## src/rtl/formula_loader.sv

```systemverilog
// rtl/formula_loader.sv - clause-register writer for the formula checker; optional zero fill via FORMULA_LOADER_ZERO_FILL_EN
module formula_loader #(
    parameter int MAXIMUM_BIT_WIDTH_OF_INTEGER_COEFFICIENT    = 4,
    parameter int MAXIMUM_BIT_WIDTH_OF_BOOLEAN_COEFFICIENT    = 2,
    parameter int MAXIMUM_BIT_WIDTH_OF_INTEGER_VARIABLE_INDEX = 1,
    parameter int MAXIMUM_BIT_WIDTH_OF_BOOLEAN_VARIABLE_INDEX = 1,
    parameter int MAXIMUM_BIT_WIDTH_OF_CLAUSES_INDEX          = 2,
    localparam int NI = 2 ** MAXIMUM_BIT_WIDTH_OF_INTEGER_VARIABLE_INDEX,
    localparam int NB = 2 ** MAXIMUM_BIT_WIDTH_OF_BOOLEAN_VARIABLE_INDEX,
    localparam int NC = 2 ** MAXIMUM_BIT_WIDTH_OF_CLAUSES_INDEX,
    localparam int CI = MAXIMUM_BIT_WIDTH_OF_CLAUSES_INDEX,
    localparam int IW = (NI + 1) * MAXIMUM_BIT_WIDTH_OF_INTEGER_COEFFICIENT,
    localparam int BW = NB * MAXIMUM_BIT_WIDTH_OF_BOOLEAN_COEFFICIENT
) (
    input  logic          in_clk,
    input  logic          in_reset,
    input  logic          in_start,
    input  logic [CI:0]   in_number_of_clauses,
    input  logic          in_clause_valid,
    output logic          out_clause_ready,
    input  logic [IW-1:0] in_clause_coefficients_integer,
    input  logic [BW-1:0] in_clause_coefficients_boolean,
    output logic [IW-1:0] out_clause_coefficients_integer,
    output logic [BW-1:0] out_clause_coefficients_boolean,
    output logic [CI-1:0] out_clause_index,
    output logic          out_clause_write,
    output logic [NC-1:0] out_clause_enable,
    output logic          out_busy,
    output logic          out_done,
    output logic          out_error
);

    localparam logic [CI:0] NC_CNT = (CI + 1)'(NC);

    typedef enum logic [2:0] {
        S_IDLE   = 3'd0,
        S_ACCEPT = 3'd1,
        S_WRITE  = 3'd2,
`ifdef FORMULA_LOADER_ZERO_FILL_EN
        S_FILL   = 3'd3,
`endif
        S_DONE   = 3'd4
    } state_t;

    state_t        r_state;
    logic [CI:0]   r_count;
    logic [CI-1:0] r_counter;
    logic [CI-1:0] r_index;
    logic [IW-1:0] r_int;
    logic [BW-1:0] r_bool;
    logic [NC-1:0] r_enable;
    logic          r_ready;
    logic          r_write;
    logic          r_busy;
    logic          r_done;
    logic          r_error;
    logic          w_last;
    logic          w_legal;

    assign w_last  = ({1'b0, r_counter} == (r_count - 1'b1));
    assign w_legal = (in_number_of_clauses != '0) && (in_number_of_clauses <= NC_CNT);

    always_ff @(posedge in_clk or posedge in_reset) begin
        if (in_reset) begin
            r_state   <= S_IDLE;
            r_count   <= '0;
            r_counter <= '0;
            r_index   <= '0;
            r_int     <= '0;
            r_bool    <= '0;
            r_enable  <= '0;
            r_ready   <= 1'b0;
            r_write   <= 1'b0;
            r_busy    <= 1'b0;
            r_done    <= 1'b0;
            r_error   <= 1'b0;
        end else begin
            r_write <= 1'b0;
            r_done  <= 1'b0;
            r_error <= in_start && r_busy;
            case (r_state)
                S_IDLE: begin
                    if (in_start) begin
                        if (w_legal) begin
                            r_count   <= in_number_of_clauses;
                            r_enable  <= '0;
                            r_counter <= '0;
                            r_ready   <= 1'b1;
                            r_busy    <= 1'b1;
                            r_state   <= S_ACCEPT;
                        end else begin
                            r_error <= 1'b1;
                        end
                    end
                end
                S_ACCEPT: begin
                    if (in_clause_valid && r_ready) begin
                        r_int   <= in_clause_coefficients_integer;
                        r_bool  <= in_clause_coefficients_boolean;
                        r_index <= r_counter;
                        r_write <= 1'b1;
                        r_ready <= 1'b0;
                        r_state <= S_WRITE;
                    end
                end
                S_WRITE: begin
                    r_enable[r_counter] <= 1'b1;
                    if (w_last) begin
`ifdef FORMULA_LOADER_ZERO_FILL_EN
                        if (r_count < NC_CNT) begin
                            r_index <= r_counter + 1'b1;
                            r_int   <= '0;
                            r_bool  <= '0;
                            r_write <= 1'b1;
                            r_state <= S_FILL;
                        end else begin
                            r_done  <= 1'b1;
                            r_busy  <= 1'b0;
                            r_state <= S_DONE;
                        end
`else
                        r_done  <= 1'b1;
                        r_busy  <= 1'b0;
                        r_state <= S_DONE;
`endif
                    end else begin
                        r_counter <= r_counter + 1'b1;
                        r_ready   <= 1'b1;
                        r_state   <= S_ACCEPT;
                    end
                end
`ifdef FORMULA_LOADER_ZERO_FILL_EN
                // Zero writes run through the top index; mask bits stay clear.
                S_FILL: begin
                    if (&r_index) begin
                        r_done  <= 1'b1;
                        r_busy  <= 1'b0;
                        r_state <= S_DONE;
                    end else begin
                        r_index <= r_index + 1'b1;
                        r_write <= 1'b1;
                    end
                end
`endif
                S_DONE:  r_state <= S_IDLE;
                default: r_state <= S_IDLE;
            endcase
        end
    end

    assign out_clause_ready                = r_ready;
    assign out_clause_coefficients_integer = r_int;
    assign out_clause_coefficients_boolean = r_bool;
    assign out_clause_index                = r_index;
    assign out_clause_write                = r_write;
    assign out_clause_enable               = r_enable;
    assign out_busy                        = r_busy;
    assign out_done                        = r_done;
    assign out_error                       = r_error;

endmodule

```

## config.mk

```make
export PLATFORM = sky130hd
export DESIGN_NAME = formula_loader
export DESIGN_NICKNAME = d
export VERILOG_FILES = /design/src/rtl/formula_loader.sv
export SDC_FILE = /design/constraint.sdc
export NUM_CORES = 1
export LEC_CHECK = 0
export CORE_MARGIN = 2
export CORE_UTILIZATION = 49
export CTS_BUF_LIST = sky130_fd_sc_hd__clkbuf_8 sky130_fd_sc_hd__clkbuf_16
export DETAILED_ROUTE_END_ITERATION = 16
export PLACE_DENSITY = 0.84
export REMOVE_ABC_BUFFERS = 1
export SYNTH_ARGS = -nofsm -noshare
export SYNTH_HDL_FRONTEND = slang
export SYNTH_SLANG_ARGS = --single-unit
```

## constraint.sdc

```tcl
create_clock -name in_clk -period 4.8 [get_ports in_clk]
set_input_delay 0.72 -clock in_clk [delete_from_list [all_inputs] [get_ports in_clk]]
set_output_delay 0.72 -clock in_clk [all_outputs]
set_load 0.01 [all_outputs]
```

==> results.toml <==
[layout]
diodes = 0
finalNonFillerCells = 214
area_growth_pct = 38.7
fin_util_pct = 71.8
fin_nets = 197
drive_gt1_share_pct = 20.0
fin_area_sq_um = 2210

[placement]
gp_congestion = 0.802
dp.cells = 206
port_buffers = 49
pre_cts_ws_ns = 2.11
post_dp_cell_area_sq_um = 2090
dp_hpwl_um = 2420

[clock_tree]
clk_path_buf_depth = 2
numCtsBuffers = 5
clk_latency_ns = 0.29
cts_hold_buf = 0
cts-root-buf = "clkbuf_8"
cts.repair.resized = 0
cts_setup_buffers = 0
clkTransAtPathRegs_ns = 0.07
clkSinkCount = 35
cts_tree = "done"
htree_levels = 2

[global_route]
use_met3_pct = 6.30
met2_usage_pct = 31.8
grt_overflow = 0
grt_max_degree = 36
grt_use_met1_pct = 25.9
grt_antenna_before_repair = 0
top_usage_layer = "met2"
grt_pass1_vias = 1151
grt_util_all_layers_pct = 20.5
grt_first_pass_wirelength_um = 5410

[synth]
synth-edff-count = 0
synth_cells = 119
synthFlopType = "dfrtp_1"
avgSynthCellArea_sq_um = 13.4
yosysWarningCount = 0
syn-cell-area_sq_um = 1590
async_reset_ff_share_pct = 100
synth-seq-cells = 35
ys_seq_area_share_pct = 55.0
synth_cell_types = 33

[power_and_ir_drop]
clockPowerShare_pct = 21.1
swShare_pct = 30.8
p_sw_mw = 0.398
pwr-share-comb_pct = 40.4
power.internal_mw = 0.893
seq_power_share_pct = 38.5
vdd_drop_max_v = 0.000329
p_per_area_nw_per_um2 = 584
cellLeakagePower_nw = 0.937

[run]
max_cap_violations = 0

[sta]
relSlewSlack_pct = 35.9
tightest_slew_ns = 0.959
tns_ns = 0
period_share_pct = 49.2
period_minus_slack_ns = 2.36
setup_viol = 0
setup_ws_ns = 2.44
rsz0062_at_grt = "no"
fmax_ghz = 0.424
fin_worst_skew_ns = 0.00364
finalHoldViolCount = 0
slew_violations = 0

[critical_path]
critPathBufInv = 1
path_max_fanout = 19
path_class = "input port to flop"
cp.required_ns = 4.98
end_kind = "flop"
cp_slowest_cell = "nor3_4"
slowest_delay_ns = 0.78
arrival_ns = 2.54
path_delay_family = "simple AND/OR/NAND/NOR gates"
cp_cell_sequence = "clkdlybuf4s50_1 > nand2b_4 > nor3_4 > mux2_2"
crit_path_start_kind = "input port"

[floorplan]
die_area_sq_um = 3720
io_pins = 50
die_h_um = 61.0
rows = 20
initial_core_util_pct = 51.7
die_width_um = 61.0
coreArea_sq_um = 3080

[run_status]
outcome = "completed"

[drt]
ant_nets = 0
drc = 0
wl_um = 3340
dr.pass1.iters = 4
dr.first_iter.drc_count = 47
wl_per_cell_um = 15.6
avgViaCountPerCell = 5.36
num_vias = 1147

[worst_hold_path]
hold_class = "flop to flop"
==> synth_stat cells (2+ instances only) <==
library cell  instances  area [sq um]
o21ai_0               2          10.0
a21oi_1               8          40.0
inv_1                 6          22.5
ha_1                  5          62.6
clkbuf_1              2          7.51
xor2_1                2          17.5
dfrtp_1              35           876
mux2_2               12           135
o22ai_1               2          12.5
nor4_1                2          12.5
mux2_4                9           135
o2bb2ai_1             4          35.0
buf_2                 2          10.0
nand2_1               6          22.5
o21a_1                2          15.0
nor3_1                2          10.0
nand4_1               2          12.5
==> layer usage <==
layer	share of wire [%]	routed length, um	up-vias
li1	-	-	520
met1	38	1270	578
met2	55	1830	41
met3	5.0	166	8
met5	0	0	-
met4	2.3	77	0
==> path summary, 6_finish.rpt <==
| path | startpoint | to | slack (ns) | depth (start not counted) |
|---|---|---|---|---|
| worst max-delay path | in_clause_valid | out_clause_coefficients_integer[8]$_DFFE_PP0P_ | 2.44 | 4 |
| worst min-delay path | out_clause_coefficients_integer[9]$_DFFE_PP0P_ | out_clause_coefficients_integer[9]$_DFFE_PP0P_ | 0.51 | 1 |
| worst max register to register | r_state[2]$_DFFE_PP0P_ | out_clause_coefficients_integer[8]$_DFFE_PP0P_ | 2.81 | 3 |
| worst min register to register | out_clause_coefficients_integer[9]$_DFFE_PP0P_ | out_clause_coefficients_integer[9]$_DFFE_PP0P_ | 0.51 | 1 |
| max in group asynchronous | in_reset | out_clause_coefficients_integer[6]$_DFFE_PP0P_ | 3.61 | 3 |
| min in group asynchronous | in_reset | out_clause_coefficients_integer[8]$_DFFE_PP0P_ | 0.86 | 3 |
==> layout make-up <==
cell class	count	area, sq um
tap	44	55.1
clock buffer	6	82.6
fill	212	868
multi-input combinational	71	641
sequential	35	876
clock inverter	2	35.0
inverter	6	22.5
timing repair buffer	50	498
==> power by group through the flow <==
stage / clock [mW] / combinational, mW / sequential [mW]
after floorplan: 0 / 0.227 / 0.528
after global placement: 0 / 0.503 / 0.493
after detailed placement: 0 / 0.518 / 0.499
after CTS: 0.278 / 0.527 / 0.496
after global routing: 0.292 / 0.565 / 0.512
final: 0.272 / 0.522 / 0.497
==> registers in the layout, indices dropped and copies added (netlist names) <==
register / flops
out_clause_coefficients_integer: 12
out_clause_coefficients_boolean: 4
out_clause_enable: 4
r_count: 3
r_state: 3
out_clause_index: 2
r_counter: 2
out_busy: 1
out_clause_ready: 1
out_clause_write: 1
out_done: 1
out_error: 1
==> cell families (layout without fill, tap and decap cells) <==
| kind of cell | after synthesis | in the layout | share of synthesized area [%] |
|---|---|---|---|
| adders and majority gates | 5 | 5 | 3.93 |
| muxes | 22 | 22 | 17.6 |
| buffers and inverters | 13 | 64 | 4.79 |
| and+or+nand+nor | 19 | 19 | 7.46 |
| AOI/OAI and AO/OA | 22 | 22 | 9.58 |
| DFF | 35 | 35 | 55.0 |
| xor gates and xnor gates | 3 | 3 | 1.65 |
==> cell usage in the layout (no fill, tap or decap), types with 2 or more instances in the layout <==
cell type	n
nor4_1	2
clkdlybuf4s50_1	49
clkbuf_8	6
inv_1	6
xor2_1	2
nand2_1	6
o2bb2ai_1	4
dfrtp_1	35
nand4_1	2
o21ai_0	2
o21a_1	2
mux2_2	12
ha_1	5
o22ai_1	2
nor3_1	2
a21oi_1	8
mux2_4	9
==> through the flow <==
step	total power, mW	hold WS (ns)
after global routing	1.37	0.527
after global placement	0.996	0.492
after CTS	1.30	0.511
after detailed placement	1.02	0.495
final	1.29	0.506
after floorplan	0.755	0.479
No activity file was read; power rests on OpenSTA's default activity.
